--- config.mk ---
export PLATFORM = sky130hd
export DESIGN_NAME = exec_seq_flat
export DESIGN_NICKNAME = d
export VERILOG_FILES = /design/src/rtl/exec_seq_if.sv /design/src/rtl/exec_seq.sv /design/src/flat_wrapper.sv
export SDC_FILE = /design/constraint.sdc
export NUM_CORES = 1
export LEC_CHECK = 0
export CORE_ASPECT_RATIO = 1.2
export CORE_MARGIN = 5
export CORE_UTILIZATION = 42
export DETAILED_ROUTE_END_ITERATION = 12
export PLACE_DENSITY = 0.91
export SLEW_MARGIN = 20
export SYNTH_ARGS = -nofsm -noshare
export SYNTH_HDL_FRONTEND = slang
export SYNTH_SLANG_ARGS = --single-unit
--- constraint.sdc ---
create_clock -name clk -period 3.5 [get_ports clk]
set_input_delay 1.05 -clock clk [delete_from_list [all_inputs] [get_ports clk]]
set_output_delay 1.05 -clock clk [all_outputs]
set_load 0.05 [all_outputs]
--- src/rtl/exec_seq_if.sv ---
// Signal bundle around the instruction sequencer: fetch port, decoder class flags,
// store-byte and keyboard handshakes, and the strobes/values fed to the datapath.
interface exec_seq_if #(
  parameter int PC_W = 18
);
  logic            run;
  logic            imem_req;
  logic [PC_W-1:0] imem_addr;
  logic            imem_ack;
  logic [17:0]     imem_data;
  logic [17:0]     ir;
  logic [PC_W-1:0] pc;
  logic [PC_W-1:0] link;
  logic            do_alu;
  logic            do_shift;
  logic            do_write;
  logic            do_stb;
  logic            do_readkbd;
  logic            do_jump;
  logic            cond_true;
  logic [PC_W-1:0] jump_target;
  logic            stb_req;
  logic            stb_ack;
  logic            kbd_valid;
  logic            kbd_pop;
  logic            rf_we;
  logic            flags_we;
  logic            busy;

  // Sequencer side.
  modport master (
    input  run, imem_ack, imem_data,
    input  do_alu, do_shift, do_write, do_stb, do_readkbd, do_jump,
    input  cond_true, jump_target, stb_ack, kbd_valid,
    output imem_req, imem_addr, ir, pc, link,
    output stb_req, kbd_pop, rf_we, flags_we, busy
  );

  // Memory / decoder / datapath side.
  modport slave (
    output run, imem_ack, imem_data,
    output do_alu, do_shift, do_write, do_stb, do_readkbd, do_jump,
    output cond_true, jump_target, stb_ack, kbd_valid,
    input  imem_req, imem_addr, ir, pc, link,
    input  stb_req, kbd_pop, rf_we, flags_we, busy
  );
endinterface

--- src/rtl/exec_seq.sv ---
// Instruction sequencer: owns PC and IR, fetches over a req/ack port and sequences
// one execute step per instruction from the decoder's class flags.
module exec_seq #(
  parameter int              PC_W     = 18,
  parameter logic [PC_W-1:0] RESET_PC = '0
) (
  input  logic       clk,
  input  logic       rst,
  exec_seq_if.master bus
);

  typedef enum logic [2:0] {
    IDLE,
    FETCH,
    EXEC,
    STORE,
    KBD
  } state_e;

  state_e          state_q, state_d;
  logic [PC_W-1:0] pc_q, pc_d;
  logic [17:0]     ir_q, ir_d;
  logic [PC_W-1:0] pc_inc;
  logic            take_jump;
  logic            commit;
  logic            kbd_take;
  logic            imem_req;
  logic            stb_req;
  logic            rf_we;
  logic            flags_we;

  assign pc_inc    = pc_q + PC_W'(1);
  assign take_jump = bus.do_jump & bus.cond_true;

  always_ff @(posedge clk) begin
    if (rst) begin
      state_q <= IDLE;
      pc_q    <= RESET_PC;
      ir_q    <= '0;
    end else begin
      state_q <= state_d;
      pc_q    <= pc_d;
      ir_q    <= ir_d;
    end
  end

  always_comb begin
    state_d  = state_q;
    pc_d     = pc_q;
    ir_d     = ir_q;
    commit   = 1'b0;
    kbd_take = 1'b0;
    imem_req = 1'b0;
    stb_req  = 1'b0;
    rf_we    = 1'b0;
    flags_we = 1'b0;

    case (state_q)
      IDLE: begin
        if (bus.run) state_d = FETCH;
      end
      FETCH: begin
        imem_req = 1'b1;
        if (bus.imem_ack) begin
          ir_d    = bus.imem_data;
          state_d = EXEC;
        end
      end
      EXEC: begin
        // A keyboard read whose byte is already waiting pops it and commits here.
        if (bus.do_stb) begin
          state_d = STORE;
        end else if (bus.do_readkbd && !bus.kbd_valid) begin
          state_d = KBD;
        end else begin
          commit   = 1'b1;
          kbd_take = bus.do_readkbd;
        end
      end
      STORE: begin
        stb_req = 1'b1;
        if (bus.stb_ack) commit = 1'b1;
      end
      KBD: begin
        if (bus.kbd_valid) begin
          commit   = 1'b1;
          kbd_take = 1'b1;
        end
      end
      default: state_d = IDLE;
    endcase

    // Shift ops never touch the flags, even if a decoder ever raised do_alu with them.
    if (commit) begin
      rf_we    = bus.do_write | kbd_take;
      flags_we = bus.do_alu & ~bus.do_shift;
      pc_d     = take_jump ? bus.jump_target : pc_inc;
      state_d  = bus.run ? FETCH : IDLE;
    end
  end

  assign bus.imem_req  = imem_req;
  assign bus.imem_addr = pc_q;
  assign bus.pc        = pc_q;
  assign bus.link      = pc_inc;
  assign bus.ir        = ir_q;
  assign bus.stb_req   = stb_req;
  assign bus.kbd_pop   = kbd_take;
  assign bus.rf_we     = rf_we;
  assign bus.flags_we  = flags_we;
  assign bus.busy      = (state_q != IDLE);

  // The two memory-side requests never overlap, and a pending fetch holds its address.
  a_req_exclusive: assert property (@(posedge clk) disable iff (rst)
    !(imem_req && stb_req));

  a_fetch_stable: assert property (@(posedge clk) disable iff (rst)
    (imem_req && !bus.imem_ack) |=> (imem_req && $stable(pc_q)));

endmodule

--- src/flat_wrapper.sv ---
// flat-port wrapper written by rule: the top's interface ports become plain ports
module exec_seq_flat 
#(
  parameter int              PC_W     = 18,
  parameter logic [PC_W-1:0] RESET_PC = '0
)
  (clk, rst, bus_run, bus_imem_ack, bus_imem_data, bus_do_alu, bus_do_shift, bus_do_write, bus_do_stb, bus_do_readkbd, bus_do_jump, bus_cond_true, bus_jump_target, bus_stb_ack, bus_kbd_valid, bus_imem_req, bus_imem_addr, bus_ir, bus_pc, bus_link, bus_stb_req, bus_kbd_pop, bus_rf_we, bus_flags_we, bus_busy);
  exec_seq_if #(.PC_W(PC_W)) bus_i ();
  input  logic clk;
  input  logic rst;
  input wire logic [$bits(bus_i.run)-1:0] bus_run;
  input wire logic [$bits(bus_i.imem_ack)-1:0] bus_imem_ack;
  input wire logic [$bits(bus_i.imem_data)-1:0] bus_imem_data;
  input wire logic [$bits(bus_i.do_alu)-1:0] bus_do_alu;
  input wire logic [$bits(bus_i.do_shift)-1:0] bus_do_shift;
  input wire logic [$bits(bus_i.do_write)-1:0] bus_do_write;
  input wire logic [$bits(bus_i.do_stb)-1:0] bus_do_stb;
  input wire logic [$bits(bus_i.do_readkbd)-1:0] bus_do_readkbd;
  input wire logic [$bits(bus_i.do_jump)-1:0] bus_do_jump;
  input wire logic [$bits(bus_i.cond_true)-1:0] bus_cond_true;
  input wire logic [$bits(bus_i.jump_target)-1:0] bus_jump_target;
  input wire logic [$bits(bus_i.stb_ack)-1:0] bus_stb_ack;
  input wire logic [$bits(bus_i.kbd_valid)-1:0] bus_kbd_valid;
  output wire logic [$bits(bus_i.imem_req)-1:0] bus_imem_req;
  output wire logic [$bits(bus_i.imem_addr)-1:0] bus_imem_addr;
  output wire logic [$bits(bus_i.ir)-1:0] bus_ir;
  output wire logic [$bits(bus_i.pc)-1:0] bus_pc;
  output wire logic [$bits(bus_i.link)-1:0] bus_link;
  output wire logic [$bits(bus_i.stb_req)-1:0] bus_stb_req;
  output wire logic [$bits(bus_i.kbd_pop)-1:0] bus_kbd_pop;
  output wire logic [$bits(bus_i.rf_we)-1:0] bus_rf_we;
  output wire logic [$bits(bus_i.flags_we)-1:0] bus_flags_we;
  output wire logic [$bits(bus_i.busy)-1:0] bus_busy;
  assign bus_i.run = bus_run;
  assign bus_i.imem_ack = bus_imem_ack;
  assign bus_i.imem_data = bus_imem_data;
  assign bus_i.do_alu = bus_do_alu;
  assign bus_i.do_shift = bus_do_shift;
  assign bus_i.do_write = bus_do_write;
  assign bus_i.do_stb = bus_do_stb;
  assign bus_i.do_readkbd = bus_do_readkbd;
  assign bus_i.do_jump = bus_do_jump;
  assign bus_i.cond_true = bus_cond_true;
  assign bus_i.jump_target = bus_jump_target;
  assign bus_i.stb_ack = bus_stb_ack;
  assign bus_i.kbd_valid = bus_kbd_valid;
  assign bus_imem_req = bus_i.imem_req;
  assign bus_imem_addr = bus_i.imem_addr;
  assign bus_ir = bus_i.ir;
  assign bus_pc = bus_i.pc;
  assign bus_link = bus_i.link;
  assign bus_stb_req = bus_i.stb_req;
  assign bus_kbd_pop = bus_i.kbd_pop;
  assign bus_rf_we = bus_i.rf_we;
  assign bus_flags_we = bus_i.flags_we;
  assign bus_busy = bus_i.busy;
  exec_seq #(.PC_W(PC_W), .RESET_PC(RESET_PC)) u_core (.clk(clk), .rst(rst), .bus(bus_i));
endmodule
==> flow_summary.ini <==
[grt]
grt_antenna_before_repair = 0
grtUsageTotal_pct = 20.4
grt_pass1_vias = 2460
grt-ovfl-total = 0
grt_max_degree = 38
grt_pass1_wl_um = 11900

[floorplanning]
pin_count = 127
fp.dieH_um = 90.6
coreArea_um2 = 5260
initial_utilization_pct = 43.3
die_area_um2 = 7000
dieWidth_um = 77.2
rows = 29

[clock_tree]
clk_path_buf_depth = 2
cts_tree = built
cts_made_buffers = 5
clock_latency_ns = 0.29
clk_pin_slew_worst_paths_ns = 0.08
clock_sinks = 39
htreeDepth = 2
cts_root_buffer = clkbuf_8
postCtsSetupBuffers = 0
cts_hold_buf = 0

[worst_setup_path]
crit_type = input pin to output pin
cp-start-kind = input pin
crit_family = buffers and inverters
slowest_delay_ns = 0.49
worstPathCellList = clkdlybuf4s50_1 -> inv_1 -> a21oi_2 -> a211oi_4 -> nor3b_2 -> buf_4
r2r-start = u_core.bus.imem_addr[0]
crit_slowest_cell = clkdlybuf4s50_1
worstPathMaxFanout = 2
critPathCaptureType = output pin
cp_num_buf_inv = 3
arrival_ns = 2.34
required_ns = 2.45
cp-startpoint = bus_kbd_valid

[final_layout]
design_area_um2 = 3670
drive_gt1_share_pct = 11.4
area_growth_pct = 61.1
nNetsFinal = 453
diodes = 0
layoutNonFillerInstCount = 466
utilization_pct = 69.7

[synthesis]
yosys.area.top_type_share_pct = 34.3
synth_warnings = 0
yosysSeqAreaShare_pct = 34.3
synth_edf_count = 0
synth_ff_type = dfxtp_1
syn-num-nets = 347
synth_top_cell_by_area = dfxtp_1
ys_types = 46
ys_async_sr_fraction_pct = 0
synthTopCellsByArea = dfxtp_1 (34%), nand2_1 (10%), a21oi_1 (7.7%)
ys_ff_latch = 39
avgSynthCellArea_um2 = 7.66
synth.most_common_cell = nand2_1
synthTopCellsByCount = nand2_1 (63), dfxtp_1 (39), a21oi_1 (35)
syn_area_um2 = 2280
synthCells = 297

[timing]
post-route-period-util_pct = 96.9
drv_slew = 0
tightest_slew_ns = 0.813
min_period_ns = 3.39
slew_headroom_pct = 45.6
rsz0062_at_grt = false
hold_viol_final = 0
max_freq_ghz = 0.295
clock_skew_ns = 0.00568
setup_violations = 0

[run_status]
status = finished, final reports clean

[job]
maxCapViolCount = 0

[drt]
routed-via-count = 2519
ant_nets = 0
drt_first_pass_iters = 4
wire_per_inst_um = 16.0
dr.first_iter.drc_count = 117
routed_wl_um = 7460
vias_per_cell = 5.41
drc_errors = 0

[place]
io_buffers = 126
place.detailed.hpwl_um = 5730
dp.cells = 458
postPlaceCellArea_um2 = 3550
gp_congestion = 0.894

[power_and_ir_drop]
static-leakage-power_nw = 1.29
power_per_cell_area_nw_per_um2 = 307
fin_total_pwr_mw = 1.13
peakVddDrop_v = 0.000184

[min_path]
min-delay-start = u_core.bus.ir[10]
hold_path_class = flop to flop
-- layout make-up --
type / count / area (um2)
sequential: 39 / 781
multi-input combinational: 215 / 1280
clock inverter: 3 / 20.0
clock buffer: 5 / 68.8
inverter: 7 / 26.3
tap: 62 / 77.6
fill: 442 / 1600
timing repair buffer: 135 / 1410
-- power breakdown --
part / internal (mW) / total [mW] / switching (mW)
sequential: 0.463 / 0.483 / 0.0200
clock: 0.139 / 0.303 / 0.164
combinational: 0.139 / 0.341 / 0.202
total: 0.740 / 1.13 / 0.386
-- registers in the layout (all words and copies together), names as in the netlist --
signal,flops
u_core.bus.ir,18
u_core.state_q,3
u_core.bus.imem_addr,18
-- timing repair --
item	4_1_cts	5_1_grt
resized for setup	3	4
endpoints found under the setup margin	2	4
pin swaps	1	2
-- through the flow --
step / setup WS (ns) / setup TNS, ns / hold WS, ns
5_1_grt: 0.0108 / 0 / 0.476
4_1_cts: 0.00410 / 0 / 0.460
2_1_floorplan: -0.0266 / -0.0266 / 0.495
3_3_place_gp: -0.0181 / -0.0181 / 0.442
3_5_place_dp: -0.0430 / -0.0803 / 0.448
6_report: 0.109 / 0 / 0.456
-- layer usage --
layer | vias up | wire length [um] | share of wire, % | GRT usage, %
met5 | - | 0 | 0 | 0
met4 | 0 | 104 | 1.4 | 6.02
met3 | 15 | 581 | 7.8 | 5.69
met2 | 125 | 3790 | 51 | 35.7
met1 | 1153 | 2980 | 40 | 23.8
li1 | 1226 | - | - | -
-- cells in the final DEF, fill, tap and decap left out, types with 4 or more instances in the layout --
cell type        count
clkbuf_8             5
nand4_1              5
o21a_1               4
nor4_1               4
nand3_1              7
nor2_1              14
a21oi_1             33
clkdlybuf4s50_1    109
xor2_1               4
inv_1                7
buf_4               15
xnor2_1             10
nand2b_1             8
dfxtp_1             39
o21ai_0              6
o32ai_1              4
buf_12               9
o211ai_1             4
nand2_1             63
-- kinds of logic (layout without fill, tap and decap cells) --
family / count (synthesis) / count (layout) / synth area share [%]
and+or+nand+nor: 125 / 125 / 26.1
AOI/OAI and AO/OA: 73 / 73 / 21.8
buffers and inverters: 43 / 150 / 11.2
DFF: 39 / 39 / 34.3
xor gates and xnor gates: 16 / 16 / 6.16
adders and majority gates: 1 / 1 / 0.550
-- worst paths after layout --
path | end | slack, ns | cells past startpoint
setup reg to reg | u_core.bus.imem_addr[12] | 1.38 | 6
hold reg to reg | u_core.bus.ir[10] | 0.46 | 2
hold / removal | u_core.bus.ir[10] | 0.46 | 2
setup / recovery | bus_flags_we | 0.11 | 6
-- tightest hold or removal path, stage by stage (launching register included) --
cell and delay, ns:
dfxtp_1 0.31, nand2_1 0.05, a21oi_1 0.05
Note: power is estimated with default switching activity, not from simulation.
